--- src/rtl/tty_screen_writer.sv ---
// Terminal text writer: turns received bytes into char-RAM writes, tracks the cursor,
// handles CR/LF/BS and line wrap, and scrolls by rotating the physical top row.
module tty_screen_writer #(
    parameter int COLS   = 80,
    parameter int ROWS   = 30,
    parameter int COL_W  = 7,
    parameter int ROW_W  = 5,
    parameter int ADDR_W = 12
) (
    input  logic              clk100,
    input  logic              reset,
    input  logic [7:0]        rx_byte,
    input  logic              rbyte_ready,
    output logic              wr_en,
    output logic [ADDR_W-1:0] wr_addr,
    output logic [7:0]        wr_data,
    output logic [ROW_W-1:0]  top_row,
    output logic [ROW_W-1:0]  cur_row,
    output logic [COL_W-1:0]  cur_col,
    output logic              busy,
    output logic              overflow
);

    localparam logic [ADDR_W-1:0] LAST_ADDR = ADDR_W'(ROWS * COLS - 1);
    localparam logic [ADDR_W-1:0] LAST_BASE = ADDR_W'((ROWS - 1) * COLS);
    localparam logic [ADDR_W-1:0] ROW_STEP  = ADDR_W'(COLS);
    localparam logic [ADDR_W-1:0] CLR_LAST  = ADDR_W'(COLS - 1);
    localparam logic [COL_W-1:0]  LAST_COL  = COL_W'(COLS - 1);
    localparam logic [ROW_W-1:0]  LAST_ROW  = ROW_W'(ROWS - 1);
    localparam logic [7:0]        SPACE     = 8'h20;

    typedef enum logic [1:0] {
        ST_INIT,
        ST_IDLE,
        ST_EXEC,
        ST_CLEAR
    } state_t;

    state_t              r_state;
    logic [2:0]          r_sync;
    logic [7:0]          r_pend;
    logic                r_pend_v;
    logic [7:0]          r_cmd;
    logic [ADDR_W-1:0]   r_cnt;
    logic [ROW_W-1:0]    r_phys_row;
    logic [ADDR_W-1:0]   r_row_base;
    logic [ROW_W-1:0]    r_top_row;
    logic [ROW_W-1:0]    r_cur_row;
    logic [COL_W-1:0]    r_cur_col;
    logic                r_wr_en;
    logic [ADDR_W-1:0]   r_wr_addr;
    logic [7:0]          r_wr_data;
    logic                r_busy;
    logic                r_overflow;

    logic                w_edge;
    logic                w_take;
    logic                w_printable;
    logic                w_newline;
    logic                w_scroll;
    logic [ADDR_W-1:0]   w_cur_addr;
    logic [ADDR_W-1:0]   w_next_base;
    logic [ROW_W-1:0]    w_next_phys;

    assign w_edge      = r_sync[1] & ~r_sync[2];
    assign w_take      = (r_state == ST_IDLE) && r_pend_v;
    assign w_printable = (r_cmd >= 8'h20) && (r_cmd <= 8'h7E);
    assign w_newline   = (w_printable && (r_cur_col == LAST_COL)) || (r_cmd == 8'h0A);
    assign w_scroll    = w_newline && (r_cur_row == LAST_ROW);
    assign w_cur_addr  = r_row_base + ADDR_W'(r_cur_col);
    // Both a plain newline and a scroll advance the cursor's physical row by one.
    assign w_next_base = (r_row_base == LAST_BASE) ? '0 : r_row_base + ROW_STEP;
    assign w_next_phys = (r_phys_row == LAST_ROW) ? '0 : r_phys_row + 1'b1;

    always_ff @(posedge clk100 or posedge reset) begin
        if (reset) begin
            r_sync     <= '0;
            r_pend     <= '0;
            r_pend_v   <= 1'b0;
            r_overflow <= 1'b0;
        end else begin
            r_sync <= {r_sync[1:0], rbyte_ready};
            if (w_take)
                r_pend_v <= 1'b0;
            if (w_edge) begin
                if (r_pend_v)
                    r_overflow <= 1'b1;
                else begin
                    r_pend   <= rx_byte;
                    r_pend_v <= 1'b1;
                end
            end
        end
    end

    always_ff @(posedge clk100 or posedge reset) begin
        if (reset) begin
            r_state    <= ST_INIT;
            r_cmd      <= '0;
            r_cnt      <= '0;
            r_phys_row <= '0;
            r_row_base <= '0;
            r_top_row  <= '0;
            r_cur_row  <= '0;
            r_cur_col  <= '0;
            r_wr_en    <= 1'b0;
            r_wr_addr  <= '0;
            r_wr_data  <= '0;
            r_busy     <= 1'b0;
        end else begin
            r_wr_en <= 1'b0;
            r_busy  <= 1'b0;
            case (r_state)
                ST_INIT: begin
                    r_wr_en   <= 1'b1;
                    r_busy    <= 1'b1;
                    r_wr_addr <= r_cnt;
                    r_wr_data <= SPACE;
                    if (r_cnt == LAST_ADDR) begin
                        r_cnt   <= '0;
                        r_state <= ST_IDLE;
                    end else
                        r_cnt <= r_cnt + 1'b1;
                end
                ST_IDLE: begin
                    if (r_pend_v) begin
                        r_cmd   <= r_pend;
                        r_state <= ST_EXEC;
                    end
                end
                ST_EXEC: begin
                    r_state <= ST_IDLE;
                    if (w_printable) begin
                        r_wr_en   <= 1'b1;
                        r_wr_addr <= w_cur_addr;
                        r_wr_data <= r_cmd;
                        r_cur_col <= (r_cur_col == LAST_COL) ? '0 : r_cur_col + 1'b1;
                    end else if (r_cmd == 8'h0D) begin
                        r_cur_col <= '0;
                    end else if ((r_cmd == 8'h08) && (r_cur_col != '0)) begin
                        r_wr_en   <= 1'b1;
                        r_wr_addr <= w_cur_addr - 1'b1;
                        r_wr_data <= SPACE;
                        r_cur_col <= r_cur_col - 1'b1;
                    end
                    if (w_newline) begin
                        r_phys_row <= w_next_phys;
                        r_row_base <= w_next_base;
                        if (w_scroll) begin
                            r_top_row <= (r_top_row == LAST_ROW) ? '0 : r_top_row + 1'b1;
                            r_cnt     <= '0;
                            r_state   <= ST_CLEAR;
                        end else
                            r_cur_row <= r_cur_row + 1'b1;
                    end
                end
                ST_CLEAR: begin
                    // r_row_base already points at the recycled old top row.
                    r_wr_en   <= 1'b1;
                    r_busy    <= 1'b1;
                    r_wr_addr <= r_row_base + r_cnt;
                    r_wr_data <= SPACE;
                    if (r_cnt == CLR_LAST) begin
                        r_cnt   <= '0;
                        r_state <= ST_IDLE;
                    end else
                        r_cnt <= r_cnt + 1'b1;
                end
                default: r_state <= ST_IDLE;
            endcase
        end
    end

    assign wr_en    = r_wr_en;
    assign wr_addr  = r_wr_addr;
    assign wr_data  = r_wr_data;
    assign top_row  = r_top_row;
    assign cur_row  = r_cur_row;
    assign cur_col  = r_cur_col;
    assign busy     = r_busy;
    assign overflow = r_overflow;

endmodule

--- config.mk ---
export PLATFORM = sky130hd
export DESIGN_NAME = tty_screen_writer
export DESIGN_NICKNAME = d
export VERILOG_FILES = /design/src/rtl/tty_screen_writer.sv
export SDC_FILE = /design/constraint.sdc
export NUM_CORES = 1
export LEC_CHECK = 0
export ABC_AREA = 1
export CAP_MARGIN = 15
export CORE_MARGIN = 10
export CORE_UTILIZATION = 40
export CTS_CLUSTER_SIZE = 14
export DETAILED_ROUTE_END_ITERATION = 8
export PLACE_DENSITY = 0.64
export SYNTH_ARGS = -nofsm -noshare
export SYNTH_HDL_FRONTEND = slang
export SYNTH_SLANG_ARGS = --single-unit
--- constraint.sdc ---
create_clock -name clk100 -period 4.05 [get_ports clk100]
set_input_delay 1.215 -clock clk100 [delete_from_list [all_inputs] [get_ports clk100]]
set_output_delay 1.215 -clock clk100 [all_outputs]
set_load 0.02 [all_outputs]
==> results of run 1 <==
==> cells by family (layout without fill, tap and decap cells) <==
family / Yosys count / count (layout)
and+or+nand+nor: 306 / 306
AOI/OAI and AO/OA: 113 / 113
xor gates and xnor gates: 26 / 26
buffers and inverters: 99 / 147
DFF: 82 / 82
muxes: 9 / 9
adders and majority gates: 26 / 26
==> layout make-up <==
type,instances,share of cell area (%)
clock buffer,11,3.97
multi-input combinational,480,44.5
inverter,80,5.01
clock inverter,4,0.859
sequential,82,33.5
timing repair buffer,52,8.63
tap,172,3.52
==> registers in the layout, summed over array words and instances, names as in the netlist, 5 cells and up <==
signal / flops
r_cnt: 12
r_pend: 8
top_row: 5
wr_data: 8
cur_row: 5
r_row_base: 8
cur_col: 7
wr_addr: 12
r_cmd: 8
==> per-layer routing <==
metal  part of all wire [%]  wire length (um)  track usage (%)
met1                     45              5910             18.8
met2                     47              6120             24.4
met3                    5.7               737             4.59
met4                    1.7               220             5.02
met5                      0                 0                0
==> path summary, 6_finish.rpt <==
check	from	end	slack, ps	cells past startpoint
setup / recovery	cur_col[2]	cur_col[2]	1290	1
hold / removal	r_sync[0]	r_sync[1]	350	0
setup reg to reg	r_state[0]	wr_addr[8]	1870	6
hold reg to reg	r_sync[0]	r_sync[1]	350	0
max in group asynchronous	reset	wr_data[7]	2430	3
min in group asynchronous	reset	cur_col[3]	1300	3
==> where the power goes <==
part / internal (mW) / leakage [nW] / switching (mW)
logic: 0.0293 / 1.58 / 0.0289
clock network: 0.492 / 0.146 / 0.339
registers: 0.849 / 1.07 / 0.0135
==> cell usage in the layout (no fill, tap or decap), drive strengths merged, types with 3 or more instances in the layout <==
cell / instances
a31oi: 6
clkdlybuf4s50: 50
a21oi: 37
o22ai: 4
clkinv: 5
o21ai: 51
nand2: 145
nand3: 60
o31ai: 6
nor3: 12
inv: 78
dfrtp: 82
nor2: 67
xor2: 20
mux2: 9
nand4: 13
xnor2: 6
clkbuf: 11
nor4: 3
ha: 26
or2: 4
==> per-stage QoR <==
step	hold WS [ps]	cells	total power [mW]
after CTS	355	881	1.78
final	350	881	1.75
after detailed placement	340	866	0.939
after floorplan	331	661	0.912
after global placement	332	866	0.935
after global routing	379	881	1.82
==> results.txt, run 1 <==
- Outcome: finished, final reports clean
- Entering global routing, the biggest net connects 83 pins.
* Worst path required time: 2830 ps
- On the critical path the largest part of the delay comes from buffers and inverters.
- Utilization after layout: 48.3%
* Width of the die: 134 um
- Counting I/O delays and the setup requirement, the final critical path takes 2760 ps.
- In this run the worst path has a maximum fanout of 9.
- The synthesized netlist devotes 6.27% of its cell area to adder and majority cells.
* Post-Syn Area: 0.00518 mm2
- Worst path max stage delay: 670 ps
- Area leader, netlist: sky130_fd_sc_hd__dfrtp_1
* Net count reported at finish: 742
- The worst path meets setup with 1290 ps of slack.
- During placement, the flow inserted port buffers numbering 50.
- RSZ-0062 raised after global routing: false
* Post-synthesis compound-gate area fraction: 12.9%
- In the final routed layout, each cell accounts on average for 14.7 um.
- Transition time at the pin with the least slew margin: 943 ps
- TritonCTS built the clock tree.
- In the synthesized netlist, mux cells make up 1.95% of the area.
- The count of nets left with antenna violations once routing finished came out at 0.
- Sequential Area: 0.00205 mm2
- Dividing total power by cell area gives a power density of 286 mW/mm2.
- Most used standard cells in the synthesized netlist: sky130_fd_sc_hd__nand2_1, sky130_fd_sc_hd__dfrtp_1, sky130_fd_sc_hd__inv_1
- Walking the worst path, the cells encountered are clkdlybuf4s50_1.
- Std cell rows: 41
- Slew Limit Headroom: 36.6%
- The worst setup path is launched from a register.
- Count of H-tree levels built during CTS: 3
* Aggregate routed wire length: 13,000 um
* Final Max Slew Viols: 0
* Leading cell types by total area after synthesis: sky130_fd_sc_hd__dfrtp_1, sky130_fd_sc_hd__nand2_1, sky130_fd_sc_hd__ha_1
* Starting utilization of the core area: 40.9%
- In this run, post-CTS repair resized a total of 0 instances.
- In the synthesized netlist the dominant register cell turns out to be sky130_fd_sc_hd__dfrtp_1.
* Area of combinational cells with multiple inputs: 0.00272 mm2
- On the final layout, the worst clock skew is 7.73 ps.
* Kind of end point of the critical path: output port
- Slowest library cell on the worst path: sky130_fd_sc_hd__clkdlybuf4s50_1
- DRC violation count after routing: 0
- Synthesis produced a netlist with a net count of 698.
- Via count of the routed design: 4,530
* Bufs and invs on worst path: 1
- The number of antenna diodes in the final layout is 0.
- Across the run, the number of max-cap violations was 0.
* Main combinational cell family by area after synthesis: simple AND/OR/NAND/NOR gates
- Before antenna repair, the detailed router went through 4 iterations.
- # setup viols final: 0
* Arrival time reported for the critical path endpoint: 1550 ps
- Summed over all nets, the half-perimeter wirelength after detailed placement is 9560 um.
- CTS max path bufs: 2
* GRT Residual Overflow: 0
- Synth Area in Simple Gates: 27.0%
- The worst hold path belongs to the class register to register.
- From bottom edge to top edge, the die measures 134 um.
- For this design the top-level I/O count stands at 51.
- In this run the cell area measured after placement is 0.00582 mm2.
- After clock tree synthesis, the clock-pin slew on the worst setup and hold paths is 60 ps.
- The later pin in the worst-skew pair is clocked with a latency of 350 ps.
- The via count of the first global-routing pass is 4,577.
* Setup_tns: 0 ps
- The final-report hold violation count is 0.
* Top-count cell post-synth: sky130_fd_sc_hd__nand2_1
* Mean Syn Cell Area: 7.84 um2
* Buffers inserted during post-CTS setup optimization: 0
- Post-route standard cell area excluding fillers: 0.00612 mm2
- Iteration-0 DRC count of the detailed router: 392
- The Yosys step of the flow raised 0 warnings.
- Setup slack at placement: 1660 ps
* Filler cell count: 1,262
- Counting the buffers created by CTS gives 9.
* VDD IR-drop max: 0.192 mV
- Number of distinct library cells after synthesis: 46
* Global-route wire length before repair: 22,200 um
* Die footprint: 0.0179 mm2
- After detailed routing, the number of vias per cell comes to 5.14.
* Final period utilization: 68.2%
- Area Growth Syn to Fin: 18.0%
- Derived from the worst setup path, the maximum achievable clock frequency is 0.362 GHz.
* Share of flip-flops with an asynchronous set or reset: 100%
- Gpl congestion: 0.873
- Post-synth EDFFs: 0
* Area share of the leading cell type in the synthesized netlist: 39.6%
* Root buffer cell: sky130_fd_sc_hd__clkbuf_16
- Syn Inst Count: 661
- Clock sink total: 82
- Ratio of cells with drive above 1 in the final layout: 9.03%
- Share of synthesized area occupied by flip-flops and latches: 39.6%
- Share of the synthesized netlist area taken by xor and xnor gates: 4.39%
- Area of the core: 0.0127 mm2
- Cts-stage hold buffer count: 0
* Number of antenna violations at the first check in global routing: 0
* Static leakage: 2.80 nW
- The critical path is of the register to output port type.
- Synth Register Bits: 82
- For this run, the total global-route usage over all layers was measured as 15.1%.
Note: power is estimated with default switching activity, not from simulation.
==> run 2: changes to the inputs <==
PLACE_DENSITY = 0.67   (was 0.64)
clock period = 2.38 ns   (was 4.05 ns; I/O delays follow)
==> results.txt, run 2 (same netlist as run 1, synthesis figures left out) <==
* Total of buffers placed on input and output ports: 50 (unchanged)
* Final period utilization: 96.1%
- Cts-stage hold buffer count: 0 (unchanged)
- Global-route wire length before repair: 21,500 um (-3.3%)
- Area Growth Syn to Fin: 19.2%
- The critical path is of the register to output port type.
- In the layout the commonest cells are sky130_fd_sc_hd__nand2_1, sky130_fd_sc_hd__dfrtp_1, sky130_fd_sc_hd__inv_1.
* PD cells: 487 mW/mm2 (+70%)
- Number of optimization iterations in the first detailed-route pass: 5 (+1)
* Via count of the routed design: 4,597 (+1.5%)
- STA classifies the critical path startpoint as a register.
- CTS max path bufs: 2 (unchanged)
- Derived from the worst setup path, the maximum achievable clock frequency is 0.437 GHz.
- The largest fanout on the critical path came to 9 (unchanged).
- The worst setup slack for register-to-register paths is 290 ps (-1580 ps).
* Maxcap violations: 0 (unchanged)
- The starting density of the core was 40.9% (unchanged).
- The most critical setup path has its startpoint at cur_col[2].
- Grouping stages by cell kind, the critical path spends the most delay in buffers and inverters.
- Slowest library cell on the worst path: sky130_fd_sc_hd__clkdlybuf4s50_1
* Bufs and invs on worst path: 1 (unchanged)
- The tightest slew margin relative to the limit is 69.7% (+33 points).
- The maximum level of the CTS H-tree was 3 (unchanged).
- Cell Chain, Critical Path: clkdlybuf4s50_1
- Global Route Usage Sum: 14.6% (-0.45 points)
* Height of the die: 134 um (unchanged)
* Buffers inserted during post-CTS setup optimization: 0 (unchanged)
* Worst path required time: 1670 ps (-1160 ps)
- The initial antenna violation count was 0 (unchanged).
* Net count reported at finish: 748 (+0.81%)
- The startpoint identified for the worst register-to-register timing path is r_row_base[5].
* Clock sink total: 82 (unchanged)
* Post_cts resized: 0 (unchanged)
* Antenna-violating nets left: 0 (unchanged)
- Area of the core: 0.0127 mm2 (unchanged)
* Clock period minus final worst setup slack: 2290 ps
* Max Clock Skew: 7.49 ps (-0.243 ps)
* Hold Path Class: register to register
- VDD IR-drop max: 0.389 mV (+100%)
* Met1 Resource Use GR: 18.1% (-0.68 points)
* Grt met3 use: 3.32% (-1.3 points)
- The setup TNS was 0 ps (unchanged).
* Start point of the worst hold path: r_sync[0]
* # setup viols final: 0 (unchanged)
- The detailed-route DRC error count was 0 (unchanged).
* Number of global-route vias before repair: 4,460 (-2.6%)
- The total wire length came to 12,800 um (-1.5%).
- Clock buffer count from CTS: 9 (unchanged)
- DPL Wire Length: 9790 um (+2.4%)
- Final Max Slew Viols: 0 (unchanged)
- Arrival time reported for the critical path endpoint: 1570 ps (+20 ps)
* Number of hold violations in the final report: 0 (unchanged)
- The peak per-stage delay on the critical path is 680 ps (about the same).
- The die width came to 134 um (unchanged).
- Overall power consumption: 3.01 mW (+72%)
- Clock latency on the worst-skew pair: 350 ps (about the same)
- The worst setup path is captured at an output port.
* RSZ-0062 raised after global routing: false
* Average detailed-routed wire length per instance: 14.4 um (-2.3%)
* # IOs: 51 (unchanged)
- Root buffer cell: sky130_fd_sc_hd__clkbuf_16
- Outcome: finished, final reports clean
- Ratio of cells with drive above 1 in the final layout: 10.1% (+1.0 points)
- The overflow left after global routing was 0 (unchanged).
* Transition time at the pin with the least slew margin: 453 ps (-490 ps)
* Clock transition at the registers of the reported paths: 60 ps (about the same)
* Iteration-0 DRC count of the detailed router: 396 (+1.0%)
- TritonCTS built the clock tree.
* Maximum number of pins on one net before global-route repair: 83 (unchanged)
- The number of inserted diodes is 0 (unchanged).
- Most common cell after layout, fill and taps aside: sky130_fd_sc_hd__nand2_1
* Static leakage: 2.83 nW (+1.0%)
- The number of core rows was 41 (unchanged).
- The met2 capacity usage during global routing came to 23.5% (-0.83 points).
- GRT Max-Usage Layer: met2
* Gpl congestion: 0.927 (+6.2%)
- The average vias per placed instance came to 5.18 (+0.68%).
* Die footprint: 0.0179 mm2 (unchanged)
==> run 2: stage by stage <==
| stage | utilization (%) | hold WS, ps | setup WS, ps | instance area, um2 | std cells |
|---|---|---|---|---|---|
| 4_1_cts | 48.8 | 360 | 77.3 | 6180 | 888 |
| 6_report | 48.8 | 359 | 94.0 | 6180 | 888 |
| 5_1_grt | 48.8 | 372 | 17.5 | 6180 | 888 |
| 3_5_place_dp | 46.3 | 336 | 310 | 5870 | 872 |
| 2_1_floorplan | - | 331 | 509 | 5190 | 661 |
| 3_3_place_gp | 46.3 | 341 | 393 | 5870 | 872 |
==> run 2: path summary, 6_finish.rpt <==
| kind | to | cells after the start |
|---|---|---|
| worst max register to register | wr_addr[10] | 12 |
| worst max-delay path | cur_col[2] | 1 |
| worst min register to register | r_sync[1] | 0 |
| min in group asynchronous | wr_en | 3 |
| max in group asynchronous | cur_row[4] | 3 |
| worst min-delay path | r_sync[1] | 0 |
==> run 2: metal layers <==
| metal | share of wire [%] | wire length (um) | vias to the layer above |
|---|---|---|---|
| met5 | 0 | 0 | - |
| met4 | 2.2 | 286 | 0 |
| met3 | 5.3 | 682 | 18 |
| met2 | 47 | 6000 | 129 |
| met1 | 46 | 5820 | 2168 |
| li1 | - | - | 2282 |
==> run 2: layout make-up <==
class / instances / area [um2]
flip-flops and latches: 82 / 2050
clock buffers: 10 / 239
fillers: 1222 / 6490
multi-input cells: 480 / 2720
clock inverters: 6 / 72.6
well taps: 172 / 215
inverters: 80 / 309
repair buffers: 58 / 573
==> run 2: report_power, final <==
part           internal, mW  switching [mW]
registers              1.44          0.0217
logic                0.0500          0.0486
clock network         0.852           0.595
total                  2.35           0.665
==> patch: new RTL, config.mk and constraints of run 1 <==
Put one more register stage on the output `overflow`, cleared by the reset. The value now appears one clock later. The other outputs are not delayed to match.
--- a/src/rtl/tty_screen_writer.sv
+++ b/src/rtl/tty_screen_writer.sv
@@ -178,7 +178,13 @@
     assign cur_row  = r_cur_row;
     assign cur_col  = r_cur_col;
     assign busy     = r_busy;
-    assign overflow = r_overflow;
+    always_ff @(posedge clk100 or posedge reset) begin
+        if (reset) begin
+            overflow <= '0;
+        end else begin
+            overflow <= r_overflow;
+        end
+    end
 
 endmodule
 
Check against the original RTL: not equivalent (a bounded check fails within 10 cycles, from zero or initial values and one cycle with reset high).
==> patch against run 1 <==
Combinational power is 2% higher. Wire length is 0.69% higher. Synthesized area rose by 0.48%. Critical path type unchanged. Clock skew grew 0.0020 ns. Largest cell class unchanged. Total power rose by 5.0%. Sequential cell count grew 1. Setup slack better by 0.013 ns. Die area is 0.41% higher. Cell area increased by 0.94%.
==> patch: results (changes against run 1) <==
pin count of the biggest net entering global routing 27 (-67%); Min-Delay Startpoint r_sync[0]; Cell Count Post-Placement 869 (+0.35%); gpl congestion 0.914 (+4.8%); worst skew pair latency 0.35 ns (about the same); CTS Buf Count 9 (unchanged); vias in the first global route 4439 (-3.0%); syn_nets 699 (+0.14%); Unique masters post-synth 46 (unchanged); global-route wire length before repair 21900 um (-1.4%); CP max stage delay 0.67 ns (about the same); Worst R2R Setup Slack 1.87 ns (about the same); aggregate global-route resource usage 15.0% (-0.10 points); Post-Route WL 13100 um (+0.69%); worst-case clock buffer depth 2 (unchanged); CP arrival 1.53 ns (-0.02 ns); Synth Flop Type dfrtp_1; DRT Pass-1 Iters 5 (+1); CP delay by family, top buffers and inverters; ANT cells 0 (unchanged); top post-synthesis cells by count nand2_1, dfrtp_1, inv_1, nor2_1, nand3_1; Worst path slowest cell clkdlybuf4s50_1; synthesis warning total 0 (unchanged); PostCTS Resize Cnt 0 (unchanged); register area share after synthesis 39.9% (+0.29 points); fraction of registers with async set or reset after synthesis 100% (unchanged); Finished Layout Cells 885 (+0.45%); Mapped Cells 662 (+0.15%); Clock transition at path regs 0.06 ns (about the same); worst hold path type register to register; Hold EP r_sync[1]; reg2reg end wr_addr[6]; Clock Skew 0.00973 ns (+0.00200 ns); FF-to-FF Start r_state[0]; P_leak 2.82 nW (+0.85%); Max-slew headroom 34.7% (-1.9 points); share of cells above drive strength 1 9.40% (+0.37 points); antenna violations before repair 0 (unchanged); CTS Root Buffer Type clkbuf_16; Hold Path Stages 0 (unchanged); # H-tree levels 3 (unchanged); # nets final 745 (+0.40%); area post-placement 0.00585 mm^2 (+0.47%); Synth area leaders dfrtp_1, nand2_1, ha_1; Worst VDD drop 0.000199 V (+3.5%); postcts setup bufs 0 (unchanged); Final HPWL DP 9920 um (+3.8%); Port Buffers 50 (unchanged); DR vias/cell 5.12 (-0.43%); crit path kind register to primary output; DR iter-0 viols 325 (-17%); FF-to-FF path depth 6 (unchanged); status complete, no violations; crit path max fanout 9 (unchanged); worst slack, placed 1.66 ns (+0.00332 ns)
-- patch: cell types whose count changed after synthesis --
| cell | delta |
|---|---|
| dfrtp_1 | +1 |
-- patch: logic make-up (layout without fill, tap and decap cells) --
group           count (synthesis)  in the layout  synth area share [%]
compound gates                113            113                  12.8
xor+xnor                       26             26                  4.37
fa+ha+maj                      26             26                  6.24
buf+inv                        99            150                  7.92
flops                          83             83                  39.9
mux                             9              9                  1.95
simple gates                  306            306                  26.8
-- patch: per-stage QoR --
stage | hold WS, ns | power [W]
after floorplan | 0.331 | 0.000922
after global placement | 0.340 | 0.000945
after detailed placement | 0.339 | 0.000950
after CTS | 0.354 | 0.00186
after global routing | 0.357 | 0.00190
final | 0.355 | 0.00184
-- patch: area by class of cell --
type                            instances  area, um^2
Timing Repair Buffer                   54         531
Sequential cell                        83        2080
Inverter                               80         307
Clock inverter                          6        96.3
Clock buffer                           10         229
Tap cell                              172         215
Fill cell                            1256        6500
Multi-Input combinational cell        480        2720
-- patch: power by group --
part           internal, W  total [W]  switching (W)  leakage (nW)
logic            0.0000292  0.0000592      0.0000300          1.59
registers         0.000858   0.000872      0.0000133          1.08
clock network     0.000549   0.000908       0.000359         0.156
total              0.00144    0.00184       0.000403          2.82
-- patch: how the worst max path moves through the flow --
stage	start	to	slack, ns	depth (start not counted)
after floorplan	reset	busy	0.70	1
after global placement	cur_col[2]	cur_col[2]	1.68	1
after detailed placement	cur_col[2]	cur_col[2]	1.66	1
after CTS	cur_col[2]	cur_col[2]	1.28	1
after global routing	cur_col[2]	cur_col[2]	1.22	1
final	cur_col[2]	cur_col[2]	1.30	1
-- patch: metal layers --
layer,GRT usage (%),vias to the layer above,wire length [um]
met5,0,-,0
met4,6.59,0,324
met1,19.1,2126,6010
li1,-,2273,-
met3,3.44,26,623
met2,23.8,106,6120
